--- src/rtl/mem_arb_pkg.sv ---
// Shared types and constants for the memory port arbiter.
package mem_arb_pkg;

   typedef enum logic [1:0] {
      IDLE    = 2'd0,
      BUSY_IF = 2'd1,
      BUSY_D  = 2'd2
   } state_e;

   localparam logic GNT_IF = 1'b0;
   localparam logic GNT_D  = 1'b1;

   // Fetches always read a full word; sliced down to the byte-enable width.
   localparam logic [31:0] FETCH_BE_ALL = '1;

endpackage

--- src/rtl/mem_port_arbiter_if.sv ---
// Core-side fetch/data channels and memory-side bus of the arbiter.
interface mem_port_arbiter_if #(
   parameter int ADDR_W = 32,
   parameter int DATA_W = 32
);
   localparam int BE_W = DATA_W / 8;

   logic              if_req;
   logic [ADDR_W-1:0] if_addr;
   logic [DATA_W-1:0] if_rdata;
   logic              if_ready;

   logic              d_req;
   logic              d_we;
   logic [BE_W-1:0]   d_be;
   logic [ADDR_W-1:0] d_addr;
   logic [DATA_W-1:0] d_wdata;
   logic [DATA_W-1:0] d_rdata;
   logic              d_ready;

   logic              m_req;
   logic              m_we;
   logic [BE_W-1:0]   m_be;
   logic [ADDR_W-1:0] m_addr;
   logic [DATA_W-1:0] m_wdata;
   logic [DATA_W-1:0] m_rdata;
   logic              m_ack;

   logic              stall;

   // Arbiter side.
   modport slave (
      input  if_req, if_addr, d_req, d_we, d_be, d_addr, d_wdata, m_rdata, m_ack,
      output if_rdata, if_ready, d_rdata, d_ready, m_req, m_we, m_be, m_addr, m_wdata, stall
   );

   // Core + memory side.
   modport master (
      output if_req, if_addr, d_req, d_we, d_be, d_addr, d_wdata, m_rdata, m_ack,
      input  if_rdata, if_ready, d_rdata, d_ready, m_req, m_we, m_be, m_addr, m_wdata, stall
   );
endinterface

--- src/rtl/mem_arb_pick.sv ---
// Winner select between fetch and data requests.
// MEM_ARB_RR_EN: alternate on ties using a last-grant flop; otherwise data always wins.
module mem_arb_pick
   import mem_arb_pkg::*;
(
   input  logic clk,
   input  logic reset,
   input  logic if_req,
   input  logic d_req,
   input  logic grant_en,
   output logic any,
   output logic win
);
   assign any = if_req | d_req;

`ifdef MEM_ARB_RR_EN
   logic last_grant_q, last_grant_d;

   always_comb begin
      win = d_req ? GNT_D : GNT_IF;
      if (if_req && d_req)
         win = (last_grant_q == GNT_D) ? GNT_IF : GNT_D;
      last_grant_d = grant_en ? win : last_grant_q;
   end

   // Reset to DATA so the first tie goes to fetch.
   always_ff @(posedge clk) begin
      if (!reset) last_grant_q <= GNT_D;
      else        last_grant_q <= last_grant_d;
   end
`else
   logic unused_pick;
   assign unused_pick = ^{clk, reset, grant_en, if_req};

   always_comb begin
      win = d_req ? GNT_D : GNT_IF;
   end
`endif

endmodule

--- src/rtl/mem_port_arbiter.sv ---
// Shares one single-port memory between instruction fetch and data access.
// Build option MEM_ARB_RR_EN (handled in mem_arb_pick) selects round-robin on ties.
module mem_port_arbiter
   import mem_arb_pkg::*;
#(
   parameter int ADDR_W = 32,
   parameter int DATA_W = 32
) (
   input  logic            clk,
   input  logic            reset,
   mem_port_arbiter_if.slave bus
);
   localparam int BE_W = DATA_W / 8;

   state_e            state_q, state_d;
   logic              m_we_q, m_we_d;
   logic [BE_W-1:0]   m_be_q, m_be_d;
   logic [ADDR_W-1:0] m_addr_q, m_addr_d;
   logic [DATA_W-1:0] m_wdata_q, m_wdata_d;

   logic pick_any, pick_win, grant_en;

   assign grant_en = (state_q == IDLE) && pick_any;

   mem_arb_pick u_pick (
      .clk      (clk),
      .reset    (reset),
      .if_req   (bus.if_req),
      .d_req    (bus.d_req),
      .grant_en (grant_en),
      .any      (pick_any),
      .win      (pick_win)
   );

   always_ff @(posedge clk) begin
      if (!reset) begin
         state_q   <= IDLE;
         m_we_q    <= 1'b0;
         m_be_q    <= '0;
         m_addr_q  <= '0;
         m_wdata_q <= '0;
      end else begin
         state_q   <= state_d;
         m_we_q    <= m_we_d;
         m_be_q    <= m_be_d;
         m_addr_q  <= m_addr_d;
         m_wdata_q <= m_wdata_d;
      end
   end

   always_comb begin
      state_d = state_q;
      case (state_q)
         IDLE:            if (pick_any) state_d = (pick_win == GNT_D) ? BUSY_D : BUSY_IF;
         BUSY_IF, BUSY_D: if (bus.m_ack) state_d = IDLE;
         default:         state_d = IDLE;
      endcase
   end

   // Attributes are captured only on the IDLE grant and held through BUSY.
   always_comb begin
      m_we_d    = m_we_q;
      m_be_d    = m_be_q;
      m_addr_d  = m_addr_q;
      m_wdata_d = m_wdata_q;
      if (grant_en) begin
         if (pick_win == GNT_D) begin
            m_we_d    = bus.d_we;
            m_be_d    = bus.d_be;
            m_addr_d  = bus.d_addr;
            m_wdata_d = bus.d_wdata;
         end else begin
            m_we_d    = 1'b0;
            m_be_d    = FETCH_BE_ALL[BE_W-1:0];
            m_addr_d  = bus.if_addr;
            m_wdata_d = '0;
         end
      end
   end

   // Gating with reset keeps a late ack during reset from producing a ready.
   always_comb begin
      bus.m_req    = reset && (state_q != IDLE);
      bus.if_ready = reset && (state_q == BUSY_IF) && bus.m_ack;
      bus.d_ready  = reset && (state_q == BUSY_D)  && bus.m_ack;
   end

   assign bus.m_we     = m_we_q;
   assign bus.m_be     = m_be_q;
   assign bus.m_addr   = m_addr_q;
   assign bus.m_wdata  = m_wdata_q;
   assign bus.if_rdata = bus.m_rdata;
   assign bus.d_rdata  = bus.m_rdata;
   assign bus.stall    = (bus.if_req & ~bus.if_ready) | (bus.d_req & ~bus.d_ready);

endmodule

--- src/flat_wrapper.sv ---
// flat-port wrapper written by rule: the top's interface ports become plain ports
module mem_port_arbiter_flat import mem_arb_pkg::*;
#(
   parameter int ADDR_W = 32,
   parameter int DATA_W = 32
)
  (clk, reset, bus_if_req, bus_if_addr, bus_d_req, bus_d_we, bus_d_be, bus_d_addr, bus_d_wdata, bus_m_rdata, bus_m_ack, bus_if_rdata, bus_if_ready, bus_d_rdata, bus_d_ready, bus_m_req, bus_m_we, bus_m_be, bus_m_addr, bus_m_wdata, bus_stall);
  mem_port_arbiter_if #(.ADDR_W(ADDR_W), .DATA_W(DATA_W)) bus_i ();
  input  logic clk;
  input  logic reset;
  input wire logic [$bits(bus_i.if_req)-1:0] bus_if_req;
  input wire logic [$bits(bus_i.if_addr)-1:0] bus_if_addr;
  input wire logic [$bits(bus_i.d_req)-1:0] bus_d_req;
  input wire logic [$bits(bus_i.d_we)-1:0] bus_d_we;
  input wire logic [$bits(bus_i.d_be)-1:0] bus_d_be;
  input wire logic [$bits(bus_i.d_addr)-1:0] bus_d_addr;
  input wire logic [$bits(bus_i.d_wdata)-1:0] bus_d_wdata;
  input wire logic [$bits(bus_i.m_rdata)-1:0] bus_m_rdata;
  input wire logic [$bits(bus_i.m_ack)-1:0] bus_m_ack;
  output wire logic [$bits(bus_i.if_rdata)-1:0] bus_if_rdata;
  output wire logic [$bits(bus_i.if_ready)-1:0] bus_if_ready;
  output wire logic [$bits(bus_i.d_rdata)-1:0] bus_d_rdata;
  output wire logic [$bits(bus_i.d_ready)-1:0] bus_d_ready;
  output wire logic [$bits(bus_i.m_req)-1:0] bus_m_req;
  output wire logic [$bits(bus_i.m_we)-1:0] bus_m_we;
  output wire logic [$bits(bus_i.m_be)-1:0] bus_m_be;
  output wire logic [$bits(bus_i.m_addr)-1:0] bus_m_addr;
  output wire logic [$bits(bus_i.m_wdata)-1:0] bus_m_wdata;
  output wire logic [$bits(bus_i.stall)-1:0] bus_stall;
  assign bus_i.if_req = bus_if_req;
  assign bus_i.if_addr = bus_if_addr;
  assign bus_i.d_req = bus_d_req;
  assign bus_i.d_we = bus_d_we;
  assign bus_i.d_be = bus_d_be;
  assign bus_i.d_addr = bus_d_addr;
  assign bus_i.d_wdata = bus_d_wdata;
  assign bus_i.m_rdata = bus_m_rdata;
  assign bus_i.m_ack = bus_m_ack;
  assign bus_if_rdata = bus_i.if_rdata;
  assign bus_if_ready = bus_i.if_ready;
  assign bus_d_rdata = bus_i.d_rdata;
  assign bus_d_ready = bus_i.d_ready;
  assign bus_m_req = bus_i.m_req;
  assign bus_m_we = bus_i.m_we;
  assign bus_m_be = bus_i.m_be;
  assign bus_m_addr = bus_i.m_addr;
  assign bus_m_wdata = bus_i.m_wdata;
  assign bus_stall = bus_i.stall;
  mem_port_arbiter #(.ADDR_W(ADDR_W), .DATA_W(DATA_W)) u_core (.clk(clk), .reset(reset), .bus(bus_i));
endmodule
--- config.mk ---
export PLATFORM = sky130hd
export DESIGN_NAME = mem_port_arbiter_flat
export DESIGN_NICKNAME = d
export VERILOG_FILES = /design/src/rtl/mem_arb_pkg.sv /design/src/rtl/mem_port_arbiter_if.sv /design/src/rtl/mem_arb_pick.sv /design/src/rtl/mem_port_arbiter.sv /design/src/flat_wrapper.sv
export SDC_FILE = /design/constraint.sdc
export NUM_CORES = 1
export LEC_CHECK = 0
export CAP_MARGIN = 20
export CORE_AREA = 2 2 107 109
export DETAILED_ROUTE_END_ITERATION = 10
export DIE_AREA = 0 0 109 111
export PLACE_DENSITY_LB_ADDON = 0.25
export SYNTH_ARGS = -nofsm -noshare
export SYNTH_HDL_FRONTEND = slang
export SYNTH_SLANG_ARGS = --single-unit
export TNS_END_PERCENT = 1
--- constraint.sdc ---
create_clock -name clk -period 1.56 [get_ports clk]
set_input_delay 0.156 -clock clk [delete_from_list [all_inputs] [get_ports clk]]
set_output_delay 0.156 -clock clk [all_outputs]
set_load 0.01 [all_outputs]
* Yosys cells after proc, flatten, opt, wreduce, memory -nomap -nowiden
Index checks and enable logic that the tools add are counted.
** Word-level totals
- Output and inout port bits :: 137
- Register bits after elaboration :: 71
- Bits of input ports :: 138
** Operators by class
- Equal/unequal tests :: 4
- Bitwise logic cells :: 6
- Reduce and logical (&&, ||, !) cells :: 10
- Muxes and demuxes :: 9
** Operators by type and width (count)
- two-way mux 32 bit :: 2
- logical AND 1 bit :: 6
- two-way mux 2 bit :: 3
- two-way mux 4 bit :: 1
- one-hot mux 2 bit (2 select lines) :: 1
- bitwise AND 1 bit :: 2
- == test 2 x 1 -> 1 bit (second input constant) :: 1
- == test 2 bit (second input constant) :: 1
- logical NOT 2 bit :: 1
- two-way mux 1 bit :: 2
- != test 2 x 1 -> 1 bit (second input constant) :: 1
- != test 2 bit (second input constant) :: 1
- inverter 1 bit :: 2
- OR 1 bit :: 2
- AND reduction 2 bit :: 1
- nonzero test 2 bit :: 1
- OR reduction 2 bit :: 1

* Logic depth before layout (Yosys ltp)
- Depth after elaboration :: 6
- Mapped depth :: 7

* Hierarchy
Synthesis repeated with hierarchy kept, for this count alone.
** Unflattened totals
- Cells, all modules :: 397
- Area total of the unflattened synthesis :: 3400.8 um^2
** Modules (own cells, without submodules)
- mem_port_arbiter :: times used 1, area an instance 3387.0 um^2, cells each 395
- mem_arb_pick :: times used 1, area an instance 13.8 um^2, cells each 2

* Worst setup path before layout
Ideal clock, no wire load.
- Path type :: reg-to-reg
- Start point :: register u_core.state_q[0]
- End point :: register u_core.m_wdata_q[0] (netlist: u_core.bus.m_wdata[0])
- Slack :: 0.150 ns
- Period minus slack after synthesis :: 1.410 ns
- Data arrival time :: 1.293 ns
- Setup time :: 0.117 ns
- Stages on the path, launching flop included :: 7
- Path through :: dfxtp_1 -> inv_1 -> ha_1 -> and3_1 -> buf_2 -> buf_2 -> a22o_1
** Between the ends
- Word-level cells in the longest chain between the ends :: 2
** Ends and longest elaborated chain
- from (decl) :: RTL line mem_port_arbiter.sv:15 : state_e state_q, state_d;
- from (signal assigned) :: RTL line mem_port_arbiter.sv:43 : state_q <= state_d;
- logical NOT 2 bit :: RTL line mem_port_arbiter.sv:23 : assign grant_en = (state_q == IDLE) && pick_any;
- logical AND 1 bit :: RTL line mem_port_arbiter.sv:23
- to (signal assigned) :: RTL line mem_port_arbiter.sv:47 : m_wdata_q <= m_wdata_d;
- to (decl) :: RTL line mem_port_arbiter.sv:19 : logic [DATA_W-1:0] m_wdata_q, m_wdata_d;
No other way between the ends.
A chain may end at the register's enable or synchronous reset.

* Final worst setup path
- Start point :: register u_core.state_q[0]
- End point :: output bus_stall
** Between the ends
- Word-level cells in the longest chain between the ends :: 6
** Ends and longest elaborated chain
- == test 2 x 1 -> 1 bit or == test 2 bit (tied branches) :: RTL line mem_port_arbiter.sv:84, mem_port_arbiter.sv:85
- logical AND 1 bit, on equally long branches (2 in series) :: RTL line mem_port_arbiter.sv:84, mem_port_arbiter.sv:85
- inverter 1 bit :: RTL line mem_port_arbiter.sv:94 : assign bus.stall = (bus.if_req & ~bus.if_ready) | (bus.d_req & ~bus.d_ready);
- bitwise AND 1 bit :: RTL line mem_port_arbiter.sv:94
- OR 1 bit (*) :: RTL line mem_port_arbiter.sv:94
- to (decl) :: RTL line flat_wrapper.sv:29 : output wire logic [$bits(bus_i.stall)-1:0] bus_stall;
Every way passes the cells marked *; elsewhere a longest branch is shown, timed or not.

==> summary.txt <==
Job
  – Max-cap violations: 0

Clock tree
  – Cts bufs inserted: 9
  – Hold_buf cts: 0
  – Longest Clk Path Bufs: 2
  – Post-CTS setup buffers: 0
  – Root Buffer: clkbuf_16
  – Worst-path clk slew: 0.05 ns
  – Worst skew pair latency: between 0.3 and 0.4 ns
  – Htree depth: 3
  – CTS tree: done
  – CTS Sinks: 71

GRT
  – GRT Total Usage: ~14%
  – First-pass GRT wire length: between 10,000 and 15,000 um
  – Initial antenna violation count: 0
  – Largest net degree at the start of global routing: 47
  – Vias in the first global route: about 2,600
  – Total gr overflow: 0

Worst setup path
  – Capture point of the critical path: bus_stall
  – Critical path class: reg2out
  – CP Launch Type: flip-flop
  – Worst r2r path cells: 6
  – Crit path DAT: around 1.4 ns
  – Top fanout value on the critical path: 3
  – R2R setup slack: roughly 0.090 ns
  – Worst Setup SP: u_core.state_q[0]
  – Worst r2r src: u_core.state_q[0]
  – Worst reg2reg path endpoint: u_core.bus.m_wdata[8]
  – Worst EP required: between 1 and 1.5 ns
  – Crit. End Element: output port

Floorplan
  – Chip width: 109 um
  – Die Y: between 100 and 150 um
  – CORE AREA: roughly 0.011 mm2
  – # rows: 39
  – IO Pins: ~280
  – Die Area: 0.0121 mm2
  – Starting Density: between 30% and 40%

Timing
  – Setup ws final: around 0.058 ns
  – Fin crit period: approximately 1.5 ns
  – Clock skew: ~0.0057 ns
  – Fin Hold WS: about 0.31 ns
  – RSZ-0062 raised after global routing: no
  – Slew margin rel.: 75.5%
  – Max Slew Vio Count: 0
  – Worst Tran Pin Value: 0.368 ns
  – Post-Route Setup TNS: 0 ns
  – Tcrit/Tclk final: 96.3%
  – Final setup vio count: 0
  – Max frequency: between 600 and 700 MHz
  – Endpoints failing hold: 0

Power and ir drop
  – Maximum VDD drop: 0.600 mV
  – Power density cells: ~1100 mW/mm2
  – LEAKAGE: about 0.002 uW

Place
  – IO buf count: roughly 180
  – Detail Placement HPWL: about 6300 um
  – Post-Place Cells: around 530
  – GP Congestion: approximately 0.76
  – Pre-CTS setup slack: -0.246 ns

Layout
  – Share of cells above drive strength 1: between 10% and 20%
  – Ant diodes: 0
  – Post-layout util: roughly 46%
  – Area delta synth->final: 54.0%
  – Fin nets: around 540
  – Layout Cells excl Fill: approximately 540

Routing
  – Drt wl/cell: ~16 um
  – 1st-iter DRT viols: 53
  – Post-route ant nets: 0
  – Routed vias/inst: approximately 4.6
  – DR pass1 iterations: 5
  – Drt total wl: between 8000 and 9000 um
  – Via count: between 2,000 and 2,500
  – # DRC: 0

Min path
  – Hold Crit Depth: 0
  – Hold Path Class: in2out

Yosys
  – Cell variety after synth: 22
  – Sequential share of the synthesized area: a little over two fifths
  – Post-Syn Area: around 0.0033 mm2
  – Post-Syn Instances: around 280
  – Syn_area_per_cell: roughly 12 um2
  – Syn Nets: 420
  – Synth warn: 0
  – Yosys reg bits: 71

Outcome
  – Status: finished clean
-- critical path, stage by stage, from the launching register on --
cell	delay, ns
dfxtp_2	0.33
inv_1	0.06
ha_1	0.19
and3_1	0.16
o22ai_2	0.12
buf_2	0.16
-- sequential cells by signal, indices dropped and copies added (netlist names) --
| signal | count |
|---|---|
| u_core.bus.m_addr | 32 |
| u_core.bus.m_wdata | 32 |
| u_core.bus.m_be | 4 |
| u_core.state_q | 2 |
| u_core.bus.m_we | 1 |
-- worst min-delay path by stage --
stage / startpoint / to
2_1_floorplan: bus_d_wdata[10] / u_core.bus.m_wdata[10]
3_3_place_gp: bus_m_rdata[12] / bus_d_rdata[12]
3_5_place_dp: bus_m_rdata[12] / bus_d_rdata[12]
4_1_cts: bus_m_rdata[12] / bus_d_rdata[12]
5_1_grt: bus_m_rdata[24] / bus_d_rdata[24]
6_report: bus_m_rdata[15] / bus_d_rdata[15]
-- cell usage after synthesis --
library cell	instances	area, um2
o21ai_0	1	5.00
clkbuf_1	1	3.75
and3_1	3	18.8
o2bb2ai_2	30	450
ha_1	3	37.5
o221a_1	4	45.0
buf_4	64	480
o22ai_1	1	6.26
a21oi_1	2	10.0
o2bb2ai_1	3	26.3
a22o_1	33	289
dfxtp_1	71	1420
inv_1	4	15.0
nor2b_4	1	13.8
buf_6	7	78.8
nand2_1	3	11.3
nor2_1	1	3.75
nor2b_1	2	12.5
and3b_1	1	8.76
buf_2	11	55.1
mux2i_1	32	320
o21a_4	1	15.0
-- timing repair --
item                                    CTS  global route
endpoints found under the setup margin   36            23
endpoints found under the hold margin     0             0
gates resized for setup                  10             3
-- area by class of cell --
cell class / instances / area (um2)
multi-input cells: 121 / 1290
clock inverters: 6 / 83.8
clock buffers: 10 / 239
flip-flops and latches: 71 / 1420
inverters: 4 / 15.0
repair buffers: 188 / 1890
fillers: 1040 / 5950
well taps: 143 / 179
-- cells in the final DEF (no fill, tap or decap) --
master,Yosys,layout
and3_4,0,1
and3_1,3,2
clkinv_4,0,1
buf_4,64,6
dlygate4sd2_1,0,2
ha_2,0,1
nand2_2,0,1
buf_12,0,4
nand2_1,3,2
nor2b_1,2,2
a21oi_1,2,2
o22ai_2,0,1
clkbuf_8,0,1
dfxtp_2,0,2
nor2b_4,1,1
o2bb2ai_2,30,30
ha_1,3,2
nor2_1,1,1
o21ai_0,1,1
dfxtp_1,71,69
o2bb2ai_1,3,3
clkdlybuf4s50_1,0,173
clkinv_2,0,3
and3b_1,1,1
buf_2,11,2
a22o_1,33,33
bufinv_16,0,2
inv_1,4,4
mux2i_1,32,32
o21a_4,1,1
clkbuf_16,0,9
clkdlybuf4s15_1,0,1
o221a_1,4,4
-- per-layer routing --
layer  GRT usage (%)  routed length [um]  vias to the layer above
li1                -                   -                     1196
met1            14.9                3280                     1142
met2            23.1                4010                      123
met3            5.53                 913                       38
met4            8.12                 326                        0
met5               0                   0                        -
-- through the flow --
stage / power, uW / area [um2]
CTS: 5780 / 5120
finish: 5670 / 5120
global route: 5930 / 5120
detailed placement: 3520 / 4790
global placement: 3510 / 4790
floorplan: 2910 / 3330
-- where the power goes --
part           total [uW]  internal, uW  switching (uW)
Combinational        1330           811             521
Sequential           2130          2010             122
Clock                2200          1440             762
-- cells by family (layout without fill, tap and decap cells) --
kind of cell             after synthesis  after routing  synth area share (%)
flip-flops                            71             71                  42.7
adder cells (fa/ha/maj)                3              3                  1.13
multiplexers                          32             32                  9.62
AND/OR/NAND/NOR                       11             11                  2.07
buffers and inverters                 87            208                  19.0
AO/OA/AOI/OAI                         75             75                  25.5
Power figures use the tool's default switching activity.
